===== src/rtl/pc_sequencer.sv =====
// Program-counter sequencer: IDLE/RUN/FLUSH/HALT control of an external PC with branch decode.
// Optional return-address stack for CALL/RET is enabled by defining PC_RAS_EN.
module pc_sequencer #(
   parameter int unsigned RAS_DEPTH  = 4,
   parameter logic [9:0]  START_ADDR = 10'd0
) (
   input  logic       clk_i,
   input  logic       rst_ni,
   input  logic       start_i,
   input  logic       halt_req_i,
   input  logic [2:0] br_type_i,
   input  logic       br_cond_i,
   input  logic [7:0] rel_off_i,
   input  logic [9:0] abs_tgt_i,
   input  logic [9:0] p_ct_i,
   output logic       abs_jump_en_o,
   output logic [1:0] rel_jump_en_o,
   output logic [9:0] abs_jump_o,
   output logic [7:0] rel_jump_o,
   output logic       instr_valid_o,
   output logic       running_o,
   output logic       ras_err_o
);

   typedef enum logic [1:0] {StIdle, StRun, StFlush, StHalt} state_e;

   localparam logic [2:0] BrRel    = 3'd1;
   localparam logic [2:0] BrFwd7   = 3'd2;
   localparam logic [2:0] BrBack14 = 3'd3;
   localparam logic [2:0] BrAbs    = 3'd4;
   localparam logic [2:0] BrCall   = 3'd5;
   localparam logic [2:0] BrRet    = 3'd6;

   localparam logic [1:0] RelInc    = 2'b00;
   localparam logic [1:0] RelOff    = 2'b01;
   localparam logic [1:0] RelFwd7   = 2'b10;
   localparam logic [1:0] RelBack14 = 2'b11;

   state_e state_q, state_d;

`ifdef PC_RAS_EN
   localparam int unsigned PtrW = $clog2(RAS_DEPTH + 1);

   logic [PtrW-1:0] ptr_q, ptr_d;
   logic [9:0]      ras_q [RAS_DEPTH];
   logic [9:0]      ras_d [RAS_DEPTH];
   logic            err_q, err_d;
   logic            push, pop, ras_clr, err_set;
   logic            ras_full, ras_empty;
   logic [9:0]      ras_top;

   assign ras_full  = (ptr_q == PtrW'(RAS_DEPTH));
   assign ras_empty = (ptr_q == '0);

   always_comb begin
      ras_top = '0;
      for (int i = 0; i < RAS_DEPTH; i++) begin
         if (PtrW'(i) == ptr_q - PtrW'(1)) ras_top = ras_q[i];
      end
   end

   // A full push is dropped so the oldest return addresses survive.
   always_comb begin
      ptr_d = ptr_q;
      ras_d = ras_q;
      err_d = err_q | err_set;
      if (ras_clr) begin
         ptr_d = '0;
      end else if (push) begin
         for (int i = 0; i < RAS_DEPTH; i++) begin
            if (PtrW'(i) == ptr_q) ras_d[i] = p_ct_i + 10'd1;
         end
         ptr_d = ptr_q + PtrW'(1);
      end else if (pop) begin
         ptr_d = ptr_q - PtrW'(1);
      end
   end

   always_ff @(posedge clk_i or negedge rst_ni) begin
      if (!rst_ni) begin
         ptr_q <= '0;
         err_q <= 1'b0;
         for (int i = 0; i < RAS_DEPTH; i++) ras_q[i] <= '0;
      end else begin
         ptr_q <= ptr_d;
         err_q <= err_d;
         for (int i = 0; i < RAS_DEPTH; i++) ras_q[i] <= ras_d[i];
      end
   end

   assign ras_err_o = err_q;
`else
   logic unused_p_ct;
   assign unused_p_ct = ^p_ct_i;
   assign ras_err_o   = 1'b0;
`endif

   always_ff @(posedge clk_i or negedge rst_ni) begin
      if (!rst_ni) state_q <= StIdle;
      else         state_q <= state_d;
   end

   always_comb begin
      state_d       = state_q;
      abs_jump_en_o = 1'b0;
      rel_jump_en_o = RelOff;
      abs_jump_o    = '0;
      rel_jump_o    = '0;
      instr_valid_o = 1'b0;
`ifdef PC_RAS_EN
      push    = 1'b0;
      pop     = 1'b0;
      ras_clr = 1'b0;
      err_set = 1'b0;
`endif
      unique case (state_q)
         StIdle, StHalt: begin
            if (start_i) begin
               abs_jump_en_o = 1'b1;
               abs_jump_o    = START_ADDR;
               state_d       = StRun;
`ifdef PC_RAS_EN
               ras_clr = 1'b1;
`endif
            end
         end
         StRun: begin
            instr_valid_o = 1'b1;
            rel_jump_en_o = RelInc;
            if (br_cond_i) begin
               case (br_type_i)
                  BrRel: begin
                     rel_jump_en_o = RelOff;
                     rel_jump_o    = rel_off_i;
                     state_d       = StFlush;
                  end
                  BrFwd7: begin
                     rel_jump_en_o = RelFwd7;
                     state_d       = StFlush;
                  end
                  BrBack14: begin
                     rel_jump_en_o = RelBack14;
                     state_d       = StFlush;
                  end
                  BrAbs, BrCall: begin
                     abs_jump_en_o = 1'b1;
                     abs_jump_o    = abs_tgt_i;
                     state_d       = StFlush;
`ifdef PC_RAS_EN
                     if (br_type_i == BrCall) begin
                        push    = !ras_full;
                        err_set = ras_full;
                     end
`endif
                  end
                  BrRet: begin
`ifdef PC_RAS_EN
                     if (ras_empty) begin
                        err_set = 1'b1;
                     end else begin
                        abs_jump_en_o = 1'b1;
                        abs_jump_o    = ras_top;
                        pop           = 1'b1;
                        state_d       = StFlush;
                     end
`endif
                  end
                  default: ;
               endcase
            end
            if (halt_req_i) state_d = StHalt;
         end
         StFlush: begin
            state_d = halt_req_i ? StHalt : StRun;
         end
         default: state_d = StIdle;
      endcase
   end

   assign running_o = (state_q == StRun) || (state_q == StFlush);

endmodule


===== config.mk =====
export PLATFORM = sky130hd
export DESIGN_NAME = pc_sequencer
export DESIGN_NICKNAME = d
export VERILOG_FILES = /design/src/rtl/pc_sequencer.sv
export SDC_FILE = /design/constraint.sdc
export NUM_CORES = 1
export LEC_CHECK = 0
export CAP_MARGIN = 5
export CORE_MARGIN = 3
export CORE_UTILIZATION = 20
export CTS_CLUSTER_DIAMETER = 120
export CTS_CLUSTER_SIZE = 28
export DETAILED_ROUTE_END_ITERATION = 16
export GPL_TIMING_DRIVEN = 0
export PLACE_DENSITY = 0.72
export SETUP_SLACK_MARGIN = 0.05
export SYNTH_ARGS = -nofsm -noshare
export SYNTH_HDL_FRONTEND = slang
export SYNTH_SLANG_ARGS = --single-unit

===== constraint.sdc =====
create_clock -name clk_i -period 1.5 [get_ports clk_i]
set_clock_uncertainty 0.1 [all_clocks]
set_input_delay 0.3 -clock clk_i [delete_from_list [all_inputs] [get_ports clk_i]]
set_output_delay 0.3 -clock clk_i [all_outputs]
set_load 0.01 [all_outputs]

==> Word-level counts from Yosys, hierarchy flattened <==
Index checks and enable logic that the tools add are counted.
{ "word_totals": {"register_bits": 2, "latch_bits": 0, "ram_bits": 0, "in_bits": 36, "rom_bits": 0, "elab_cells": 38, "mem_count": 0, "output_inout_bits": 24} }
{ "op_classes": {"div": 0, "bitwise": 0, "n_reduce_logical": 6, "n_mux": 20, "eq_ne": 11, "n_addsub": 0, "shifts": 0, "order_cmp": 0, "n_mul": 0} }
{ "ops": {"columns": ["operator", "count"], "rows": [
  ["10-bit two-way mux", 3],
  ["8-bit two-way mux", 3],
  ["2-bit two-way mux", 7],
  ["2-bit one-hot mux with 3 select lines", 2],
  ["3-bit by 2-bit == test with 1-bit output (second input constant)", 2],
  ["3-bit == test (second input constant)", 2],
  ["3-bit inequality test (second input constant)", 2],
  ["5-bit OR reduction", 1],
  ["2-bit == test (second input constant)", 2],
  ["1-bit two-way mux", 4],
  ["2-bit OR reduction", 2],
  ["3-bit by 1-bit == test with 1-bit output (second input constant)", 1],
  ["3-bit AND reduction", 1],
  ["2-bit by 1-bit == test with 1-bit output (second input constant)", 1],
  ["2-bit logical NOT", 1],
  ["2-bit inequality test (second input constant)", 1],
  ["1-bit one-hot mux with 2 select lines", 1],
  ["1-bit logical OR", 1]
]} }

==> Longest topological paths before layout <==
{ "depth": {"depth_word": 6, "depth_mapped": 6, "ltp_nobuf": 5} }

==> Worst setup path after synthesis <==
No wires, ideal clock.
{ "synth_path": {"kind": "register to output", "from": "reg state_q[1]", "to": "out abs_jump_en_o", "path_stages_with_launch": 7, "path_buffers": 1, "arrival_time_ps": 1395, "slack_ps": -295, "required_ps": 1100, "path_cell_list": "dfrtp_1 > inv_1 > ha_1 > and4b_1 > clkbuf_1 > a21oi_1 > nor2_1"} }
{ "synth_between": {"elab_chain_len": 3, "elab_cells_between_ends": 5, "cone_classes": "2 x eq/ne; 1 x mux; 2 x reduce/logical"} }
{ "synth_rtl": {"columns": ["item", "line_no", "text"], "rows": [
  ["from (decl)", "39", "state_e state_q, state_d;"],
  ["from (signal assigned)", "99", "if (!rst_ni) state_q <= StIdle;"],
  ["from (signal assigned)", "100", "else state_q <= state_d;"],
  ["2-bit == test or 2-bit logical NOT (tied branches)", "116", "unique case (state_q)"],
  ["2-bit OR reduction", "116", null],
  ["1-bit one-hot mux with 2 select lines (*)", "116", null],
  ["to (decl)", "16", "output logic abs_jump_en_o,"]
]} }
Every way passes the cells marked *; elsewhere a longest branch is shown, timed or not.

==> Worst setup path in the final report <==
Ends and elaborated chain as after synthesis.

==> out/qor.json <==
{
  "clocking": {
    "worst_skew_pair.late_latency_ns": 0.23,
    "clock_tree.htree_level_count": 1,
    "clkTransAtPathRegs_ns": 0.03,
    "cts_root_buffer": "sky130_fd_sc_hd__clkbuf_4",
    "cts_inserted_buffers": 3,
    "numClockSinks": 2,
    "clock_tree_from_tritoncts": "done",
    "max-clock-path-buffers": 2
  },
  "finish": {
    "final_layout_size_suffix_gt1_share_pct": 62.6,
    "areaGrowthSynthToFinish_pct": 197,
    "layout.nets": 156,
    "max_reg_flops": 2,
    "regs_by_ff_count": "state_q: 2 flops",
    "largest_register": "state_q",
    "layout.cells.most_common_list": "sky130_fd_sc_hd__buf_6, sky130_fd_sc_hd__clkdlybuf4s50_1, sky130_fd_sc_hd__and2_4",
    "layout.cells.most_common": "sky130_fd_sc_hd__buf_6",
    "fin_util_pct": 64.6,
    "insertedDiodeCount": 0,
    "finish.instance_area_sq_mm": 0.00115
  },
  "setup_path": {
    "category_of_the_most_critical_setup_path": "reg2out",
    "worstPathRequired_ns": 1.10,
    "sequence_of_cells_on_the_critical_path": "inv_2 -> ha_4 -> and4b_2 -> buf_8 -> a21oi_2 -> nor2_1 -> buf_2",
    "critical-path-max-stage-delay_ns": 0.38,
    "crit_path_start_kind": "register",
    "worstSetupStartpoint": "state_q[1]",
    "regToRegStartpoint": "state_q[0]",
    "critPathCaptureType": "output port",
    "timing.critical_path.arrival_ns": 1.49,
    "worstPathMaxFanout": 5,
    "crit_path_top_delay_cell": "sky130_fd_sc_hd__dfrtp_1"
  },
  "worst_hold_path": {
    "min_path_type": "in2async"
  },
  "yosys": {
    "synthesis.nets": 90,
    "yosysSeqAreaShare_pct": 12.9,
    "synth_cells": 51,
    "synthesis.yosys.warnings": 0,
    "ys_dominant_reg_cell": "sky130_fd_sc_hd__dfrtp_1",
    "yosys_register_bits": 2,
    "synth-async-reset-ratio_pct": 100,
    "syn_area_sq_um": 388,
    "synth_area_leaders": "sky130_fd_sc_hd__and2_1, sky130_fd_sc_hd__dfrtp_1, sky130_fd_sc_hd__ha_1, sky130_fd_sc_hd__nor3_1, sky130_fd_sc_hd__nand3b_1",
    "synth_enable_flop_cells": 0,
    "synthDominantAreaCellType": "sky130_fd_sc_hd__and2_1",
    "synth_top_area_share_pct": 29.0,
    "average_footprint_of_a_synthesized_cell_sq_um": 7.61,
    "synth.lib_cells_used.distinct": 25
  },
  "pwr": {
    "net-switching-power_w": 0.000554,
    "cellPowerDensity_mw_per_mm2": 1220,
    "switching_share_pct": 39.5,
    "vdd.ir_drop.worst_mv": 0.847,
    "leakage_power_of_the_design_nw": 0.560,
    "power.share.combinational_pct": 83.7,
    "p_seq_share_pct": 7.6,
    "internal-power_w": 0.000847,
    "share_clk_of_total_power_pct": 8.7
  },
  "grt": {
    "gr-total-overflow": 0,
    "via_count_of_the_first_global_routing_pass": 592,
    "grt_max_degree": 8,
    "grt_first_pass_wirelength_microns": 2640,
    "grt_use_total_pct": 14.0,
    "antenna_violations_before_repair": 0
  },
  "sta": {
    "rsz_0062_raised_after_global_routing": "yes",
    "layout_setup_ws_ns": -0.392,
    "timing.max_slew.rel_slack_pct": 62.8,
    "slew_viol_final": 0,
    "upper_clock_frequency_limit_mhz": 529,
    "finalWorstPathRequiredPeriod_ns": 1.89,
    "final_hold_viol_count": 0,
    "max_slew.worst_pin.slew_ns": 0.553,
    "setup_viol_count_final": 25,
    "timing.final.crit_share_pct": 126
  },
  "outcome": {
    "violated_checks": "negative setup slack",
    "status": "finished, violations left"
  },
  "route": {
    "ant_nets": 0,
    "detailed_route_wire_length_per_cell_microns": 13.3,
    "dr_total_vias": 598,
    "drt-pass1-iter-count": 3,
    "routed_wl_microns": 1860,
    "drc": 0,
    "via_cell_ratio": 4.27,
    "initialDrtViolationCount": 6
  },
  "placed_design": {
    "port_buffer_count": 48,
    "postPlaceCellArea_sq_um": 913,
    "gp_routability_congestion": 0.664,
    "pre_cts_ws_ns": -0.976,
    "dp_hpwl_microns": 1240
  },
  "die": {
    "die_width_microns": 50.0,
    "boundaryPins": 60,
    "floorplan.core_area_sq_mm": 0.00178,
    "rows": 15,
    "die_area_sq_mm": 0.00250,
    "dieHeight_microns": 50.0,
    "floorplan.initialDensity_pct": 21.8
  },
  "job": {
    "timing.max_cap.violations": 0
  }
}
-- power by group through the flow --
stage,clock network (W),registers [W],logic [W]
2_1_floorplan,0,0.000115,0.000395
3_3_place_gp,0,0.000120,0.000688
3_5_place_dp,0,0.000121,0.000708
4_1_cts,0.000122,0.000105,0.000890
5_1_grt,0.000136,0.000109,0.00125
6_report,0.000122,0.000106,0.00117
-- layout make-up --
type                    instances  area [sq um]
flip-flops and latches          2          50.0
multi-input cells              44           413
inverters                       3          13.8
fillers                       152           632
clock buffers                   3          22.5
plain buffers                   2          22.5
well taps                      25          31.3
repair buffers                 61           598
-- through the flow --
step	hold WS (ns)	total power [W]	std cells	setup TNS (ns)
2_1_floorplan	-0.0956	0.000510	51	-0.837
3_3_place_gp	0.367	0.000808	124	-18.57
3_5_place_dp	0.373	0.000829	124	-18.81
4_1_cts	0.135	0.00112	136	-6.98
5_1_grt	0.133	0.00149	140	-9.24
6_report	0.133	0.00140	140	-7.65
-- metal layers --
| layer | track usage [%] | part of all wire, % | vias to the layer above |
|---|---|---|---|
| met2 | 27.4 | 61 | 19 |
| met5 | 0 | 0 | - |
| li1 | - | - | 303 |
| met1 | 13.5 | 34 | 273 |
| met3 | 3.02 | 4.1 | 3 |
| met4 | 6.45 | 0.92 | 0 |
-- worst paths after layout --
path / endpoint / slack (ns) / depth (start not counted)
max in group asynchronous: state_q[0] / 1.04 / 1
worst max-delay path: abs_jump_en_o / -0.39 / 7
min in group clk_i: state_q[0] / 0.47 / 4
worst min register to register: state_q[1] / 0.62 / 3
worst max register to register: state_q[1] / -0.21 / 6
worst min-delay path: state_q[1] / 0.13 / 1
-- synth_stat cells, types with 2 or more instances --
library cell / number
sky130_fd_sc_hd__a21oi_1: 2
sky130_fd_sc_hd__nand3b_1: 2
sky130_fd_sc_hd__ha_1: 3
sky130_fd_sc_hd__nor3_1: 3
sky130_fd_sc_hd__and2_1: 18
sky130_fd_sc_hd__inv_1: 3
sky130_fd_sc_hd__dfrtp_1: 2
-- cells by family after synthesis --
family                     count (synthesis)  share of synthesized area (%)
buffers and inverters                      5                           5.81
DFF                                        2                           12.9
AOI/OAI and AO/OA                          8                           16.1
and+or+nand+nor                           32                           54.5
other                                      1                          0.967
adders and majority gates                  3                           9.68
-- critical path: cells and delay by family, from the launching register on --
family / cells / cell delay [ns]
AO/OA/AOI/OAI: 1 / 0.03
adder cells (fa/ha/maj): 1 / 0.15
buffers and inverters: 3 / 0.33
flip-flops: 1 / 0.38
AND/OR/NAND/NOR: 2 / 0.37
-- what timing repair did --
item                                    in CTS  in global routing
endpoints found under the setup margin      25                 25
resized for setup                          121                 35
pin swaps                                   21                  4
buffers inserted                             8                  5
hold buffers                                 0                  0
gates cloned                                 1                  0
Note: power is estimated with default switching activity, not from simulation.
